$ cat config.mk
export PLATFORM = sky130hd
export DESIGN_NAME = grf_commit_sink
export DESIGN_NICKNAME = d
export VERILOG_FILES = /design/src/rtl/grf_pkg.sv /design/src/rtl/grf_trace_fifo.sv /design/src/rtl/grf_commit_sink.sv
export SDC_FILE = /design/constraint.sdc
export NUM_CORES = 2
export LEC_CHECK = 0
export BUFFER_PORTS_ARGS = -buffer_cell sky130_fd_sc_hd__clkbuf_2
export CORE_MARGIN = 2
export CORE_UTILIZATION = 49
export CTS_CLUSTER_DIAMETER = 40
export DETAILED_ROUTE_END_ITERATION = 8
export HOLD_SLACK_MARGIN = 0.05
export PLACE_DENSITY_LB_ADDON = 0.12
export RECOVER_POWER = 100
export SYNTH_ARGS = -nofsm -noshare
export SYNTH_HDL_FRONTEND = slang
export SYNTH_SLANG_ARGS = --single-unit
$ cat constraint.sdc
create_clock -name clk -period 2.4 [get_ports clk]
set_input_delay 0.36 -clock clk [delete_from_list [all_inputs] [get_ports clk]]
set_output_delay 0.36 -clock clk [all_outputs]
set_load 0.05 [all_outputs]
$ cat src/rtl/grf_pkg.sv
// Shared types and constants for the GRF commit sink and its trace FIFO.
package grf_pkg;

    localparam int unsigned REG_W = 5;
    localparam int unsigned NREG  = 32;
    localparam int unsigned DW    = 32;

    localparam logic [REG_W-1:0] REG_ZERO = 5'd0;

    typedef struct packed {
        logic [DW-1:0]    pc;
        logic [REG_W-1:0] wa;
        logic [DW-1:0]    wd;
    } trace_rec_t;

    localparam int unsigned TRACE_W = $bits(trace_rec_t);

endpackage

$ cat src/rtl/grf_trace_fifo.sv
// Synchronous FIFO with head-register output, valid/ready drain side and
// a sticky overflow flag for records dropped while full.
module grf_trace_fifo #(
    parameter int unsigned DEPTH = 8,
    parameter int unsigned W     = 8
) (
    input  logic         clk,
    input  logic         rst_n,
    input  logic         push_i,
    input  logic [W-1:0] data_i,
    input  logic         ready_i,
    output logic         valid_o,
    output logic [W-1:0] data_o,
    output logic         overflow_o
);

    localparam int unsigned AW = (DEPTH > 1) ? $clog2(DEPTH) : 1;
    localparam int unsigned CW = $clog2(DEPTH) + 1;

    logic [W-1:0]  mem_q [DEPTH];
    logic [AW-1:0] wr_ptr_q, rd_ptr_q;
    logic [CW-1:0] count_q;
    logic          ovf_q;
    logic          full_c, pop_c, push_c;

    assign valid_o    = (count_q != '0);
    assign full_c     = (count_q == CW'(DEPTH));
    assign pop_c      = valid_o && ready_i;
    // A full FIFO still accepts a push when the head leaves in the same cycle.
    assign push_c     = push_i && (!full_c || pop_c);
    assign overflow_o = ovf_q;
    assign data_o     = valid_o ? mem_q[rd_ptr_q] : '0;

    always_ff @(posedge clk or negedge rst_n) begin
        if (!rst_n) begin
            wr_ptr_q <= '0;
            rd_ptr_q <= '0;
            count_q  <= '0;
            ovf_q    <= 1'b0;
        end else begin
            if (push_c) wr_ptr_q <= wr_ptr_q + AW'(1);
            if (pop_c)  rd_ptr_q <= rd_ptr_q + AW'(1);
            case ({push_c, pop_c})
                2'b10:   count_q <= count_q + CW'(1);
                2'b01:   count_q <= count_q - CW'(1);
                default: count_q <= count_q;
            endcase
            if (push_i && full_c && !pop_c) ovf_q <= 1'b1;
        end
    end

    always_ff @(posedge clk) begin
        if (push_c) mem_q[wr_ptr_q] <= data_i;
    end

endmodule

$ cat src/rtl/grf_commit_sink.sv
// W-stage commit sink: 32x32 GRF with zero-cycle W->D bypass, retire counter
// and an optional commit-trace FIFO enabled by defining GRF_TRACE_EN.
module grf_commit_sink
    import grf_pkg::*;
#(
    parameter int unsigned TRACE_DEPTH = 8
) (
    input  logic             clk,
    input  logic             reset,
    input  logic             W_valid,
    input  logic             W_we,
    input  logic [REG_W-1:0] W_GRF_WA,
    input  logic [DW-1:0]    W_GRF_WD,
    input  logic [DW-1:0]    W_PC,
    input  logic [REG_W-1:0] D_RA1,
    input  logic [REG_W-1:0] D_RA2,
    output logic [DW-1:0]    D_RD1,
    output logic [DW-1:0]    D_RD2,
    output logic [31:0]      retire_cnt,
    output logic             trace_valid,
    input  logic             trace_ready,
    output logic [DW-1:0]    trace_pc,
    output logic [REG_W-1:0] trace_wa,
    output logic [DW-1:0]    trace_wd,
    output logic             trace_overflow
);

    logic [DW-1:0] regs_q [NREG];
    logic [31:0]   retire_cnt_q;
    logic          wr_en_c;

    assign wr_en_c    = W_valid && W_we && (W_GRF_WA != REG_ZERO);
    assign retire_cnt = retire_cnt_q;

    always_ff @(posedge clk or negedge reset) begin
        if (!reset) begin
            for (int i = 0; i < int'(NREG); i++) regs_q[i] <= '0;
        end else if (wr_en_c) begin
            regs_q[W_GRF_WA] <= W_GRF_WD;
        end
    end

    always_ff @(posedge clk or negedge reset) begin
        if (!reset)       retire_cnt_q <= '0;
        else if (W_valid) retire_cnt_q <= retire_cnt_q + 32'd1;
    end

    // $0 reads zero; a same-cycle commit to the read address wins over the array.
    always_comb begin
        D_RD1 = '0;
        D_RD2 = '0;
        if (D_RA1 != REG_ZERO) D_RD1 = (wr_en_c && W_GRF_WA == D_RA1) ? W_GRF_WD : regs_q[D_RA1];
        if (D_RA2 != REG_ZERO) D_RD2 = (wr_en_c && W_GRF_WA == D_RA2) ? W_GRF_WD : regs_q[D_RA2];
    end

`ifdef GRF_TRACE_EN
    trace_rec_t rec_in, rec_out;

    assign rec_in = '{pc: W_PC, wa: W_GRF_WA, wd: W_GRF_WD};

    grf_trace_fifo #(
        .DEPTH (TRACE_DEPTH),
        .W     (TRACE_W)
    ) u_trace_fifo (
        .clk        (clk),
        .rst_n      (reset),
        .push_i     (wr_en_c),
        .data_i     (rec_in),
        .ready_i    (trace_ready),
        .valid_o    (trace_valid),
        .data_o     (rec_out),
        .overflow_o (trace_overflow)
    );

    assign trace_pc = rec_out.pc;
    assign trace_wa = rec_out.wa;
    assign trace_wd = rec_out.wd;
`else
    logic unused_trace;

    assign unused_trace   = ^{trace_ready, W_PC, 1'(TRACE_DEPTH)};
    assign trace_valid    = 1'b0;
    assign trace_pc       = '0;
    assign trace_wa       = '0;
    assign trace_wd       = '0;
    assign trace_overflow = 1'b0;
`endif

endmodule

==> metrics.md <==
| Metric | Value |
|---|---|
| Antenna Cells | `0` |
| Cell row count | `roughly 130` |
| CP dominant cell by count | `mux4_2` |
| Detail Route Antenna Nets | `0` |
| Worst rel slew slack | `-31.1%` |
| CP Launch Type | `flop` |
| Vias per cell | `6.61` |
| Slew Limit Fails | `50` |
| Top-Level Pins | `251` |
| I/O Buffers | `146` |
| Netlist cell types | `60` |
| Clock root cell | `clkbuf_16` |
| Peak Freq | `between 300 and 400 MHz` |
| Power share of the clock group | `between 40% and 50%` |
| Num CTS Buffers | `163` |
| CP Data Arrival Time | `roughly 2.8 ns` |
| Initial antenna violation count | `3` |
| LEAKAGE | `0.0318 uW` |
| Yosys reg bits | `1056` |
| Register area share after synthesis | `46.3%` |
| Critical path type | `flop to output port` |
| First-pass GRT wire length | `293000 um` |
| Chip Width | `345 um` |
| Finished Cell Area | `roughly 71000 um2` |
| Power Density | `811 nW/um2` |
| Fin crit share | `131%` |
| Worst-margin pin slew | `1.97 ns` |
| Syn avg cell area | `15.0 um2` |
| NetSw | `16500 uW` |
| Worst setup EP type | `output port` |
| Synth-to-layout area growth | `24.2%` |
| Clk_lat worst skew | `~0.8 ns` |
| Die Area | `119000 um2` |
| Final #Nets | `4359` |
| Placer Congestion | `0.894` |
| CP Max Fanout | `2` |
| Comb pwr share | `19.2%` |
| Setup TNS Final | `-38.27 ns` |
| DR pass1 iterations | `8` |
| FF-to-FF path depth | `7` |
| Fin. Hold Viols | `0` |
| Detailed-route DRC error count | `0` |
| Critical-path top delay cell | `mux4_2` |
| CP Capture Point | `D_RD1[9]` |
| Post-Syn Area | `57100 um2` |
| RSZ-0062 raised after global routing | `true` |
| Layout cells sized above 1 | `between 60% and 70%` |
| Max Cap Viol | `1` |
| Die Ht | `345 um` |
| Core area | `116000 um2` |
| EDFF count, synth | `0` |
| CP startpoint | `regs_q[265]` |
| DP Wirelength | `131000 um` |
| Total power | `57500 uW` |
| Layout Cells excl Fill | `between 5k and 6k` |
| Initial DRC count | `around 3.7k` |
| Drt wl/cell | `33.9 um` |
| Seq pwr share | `between 30 and 40%` |
| Syn Inst Count | `3810` |
| Max Clock Skew | `0.00564 ns` |
| Grt total ovfl | `0` |
| RR Startpoint | `retire_cnt[0]` |
| Hold crit path type | `input pin to flop` |
| Synth warn | `0` |
| DRT Wirelength | `201000 um` |
| Cells after DPL | `approximately 5.6k` |
| Routed vias | `39.2k` |
| Crit path time final | `approximately 3.1 ns` |
| Crit path setup slack, layout | `-0.746 ns` |
| CTS tree | `built` |
| Vias in the first global route | `41.4k` |
| Fill count | `~8.6k` |
| Int Pwr | `41100 uW` |
| Synth Flop Type | `dfrtp_1` |
| Clock tree buffer depth | `3` |
| CP Data Required Time | `a little over 2 ns` |
| Worst r2r dst | `retire_cnt[20]` |
| Clock Sinks | `~1.1k` |
| VDD IR max | `0.971 mV` |
| Clock transition at path regs | `about 0.060 ns` |
| R2R Setup Slk | `0.38 ns` |
| Fraction of registers with async set/reset | `100%` |
| Crit-path cells | `mux4_2 > mux4_2 > or2_1 > a32o_2 > buf_12` |
| Final setup violation count | `149` |
| Largest net degree at the start of global routing | `82` |
| Failing checks | `capacitance limit, slew limit, setup timing` |
| Largest stage delay, worst path | `between 0.4 and 0.5 ns` |
| DP Area | `65400 um2` |
| GRT Overall Usage | `33.8%` |
| Status | `complete, but fails checks` |
| H-tree levels | `4` |
| Net Sw Frac | `roughly 29%` |
| Initial Util | `49.3%` |
[layer usage]
layer  wire length [um]  GRT usage (%)  up-vias
met5                 42              0        -
met4              10500           15.2        6
met3              17900           8.16      565
met2              92500           52.2     1949
met1              80200           45.5    21200
li1                   -              -    15500
[power groups by stage]
stage / clock, uW / combinational (uW) / sequential, uW
after global routing: 25800 / 11600 / 22100
after detailed placement: 0 / 10500 / 22100
after floorplan: 0 / 7230 / 21600
after CTS: 25000 / 11000 / 21800
after global placement: 0 / 10300 / 21800
final: 24700 / 11000 / 21900
[logic make-up (layout without fill, tap and decap cells)]
family / count (synthesis) / count (layout) / synth area share (%)
flip-flops: 1056 / 1056 / 46.3
buffers and inverters: 498 / 1031 / 4.62
AND/OR/NAND/NOR: 267 / 267 / 2.28
XOR/XNOR: 41 / 41 / 0.629
AO/OA/AOI/OAI: 276 / 276 / 3.61
adder cells (fa/ha/maj): 1 / 1 / 0.0219
other: 1 / 71 / 0.00657
multiplexers: 1670 / 1670 / 42.6
[layout by cell type (no fill, tap or decap), types with 36 or more instances in the layout]
master / n
dfrtp_1: 1056
mux2_2: 1055
mux4_2: 501
clkbuf_16: 163
clkbuf_2: 105
mux2i_1: 107
nor2_1: 36
conb_1: 71
nand2_1: 78
buf_4: 355
buf_12: 149
clkbuf_1: 65
[metrics by stage]
stage | worst slack (ns) | util (%) | hold WS, ns
final | -0.746 | 61.2 | 0.0963
after global routing | -0.806 | 61.2 | 0.123
after CTS | -0.796 | 62.1 | 0.0568
after detailed placement | -0.487 | 56.4 | 0.376
after global placement | -0.529 | 56.4 | 0.377
after floorplan | -0.198 | - | 0.0644
[flip-flops by register name (all words and copies together) (netlist names)]
name        flops
regs_q       1024
retire_cnt     32
[cell usage after synthesis, drive strengths merged (29+ instances only)]
| cell type | number | area share [%] |
|---|---|---|
| a21oi | 39 | 0.34 |
| a221o | 38 | 0.67 |
| a221oi | 32 | 0.50 |
| buf | 263 | 3.1 |
| clkbuf | 230 | 1.5 |
| dfrtp | 1056 | 46 |
| mux2 | 1060 | 21 |
| mux2i | 109 | 1.9 |
| mux4 | 501 | 20 |
| nand2 | 81 | 0.53 |
| nor2 | 59 | 0.39 |
| o22ai | 36 | 0.39 |
| o31ai | 40 | 0.53 |
| xnor2 | 29 | 0.44 |
[critical path: cells and delay by family, from the launching register on]
family,cells,cell delay (ns)
simple gates,1,0.23
buf+inv,1,0.15
flops,1,0.40
compound gates,1,0.27
mux,2,0.94
[worst min path at each step]
| stage | startpoint | end | slack [ns] | depth (start not counted) |
|---|---|---|---|---|
| 6_report | W_GRF_WD[9] | regs_q[9] | 0.1 | 2 |
| 5_1_grt | W_GRF_WD[21] | regs_q[21] | 0.12 | 2 |
| 4_1_cts | W_GRF_WD[9] | regs_q[9] | 0.06 | 2 |
| 3_5_place_dp | reset | regs_q[715] | 0.38 | 1 |
| 3_3_place_gp | reset | regs_q[715] | 0.38 | 1 |
| 2_1_floorplan | reset | regs_q[0] | 0.06 | 0 |
[timing repair]
item	CTS	global route
pin swaps	70	45
setup buffers	39	24
hold endpoints to repair	138	0
resized for setup	123	56
endpoints found under the setup margin	64	64
hold buffers	6	0
[area by class of cell]
type,instances,area (um2),area share (%)
multi-input cells,2326,29800,42.0
flip-flops and latches,1056,26400,37.2
repair buffers,722,7090,9.99
clock buffers,187,4310,6.07
well taps,1524,1910,2.69
clock inverters,117,1430,2.01
inverters,5,18.8,0.0264
Note: power is estimated with default switching activity, not from simulation.
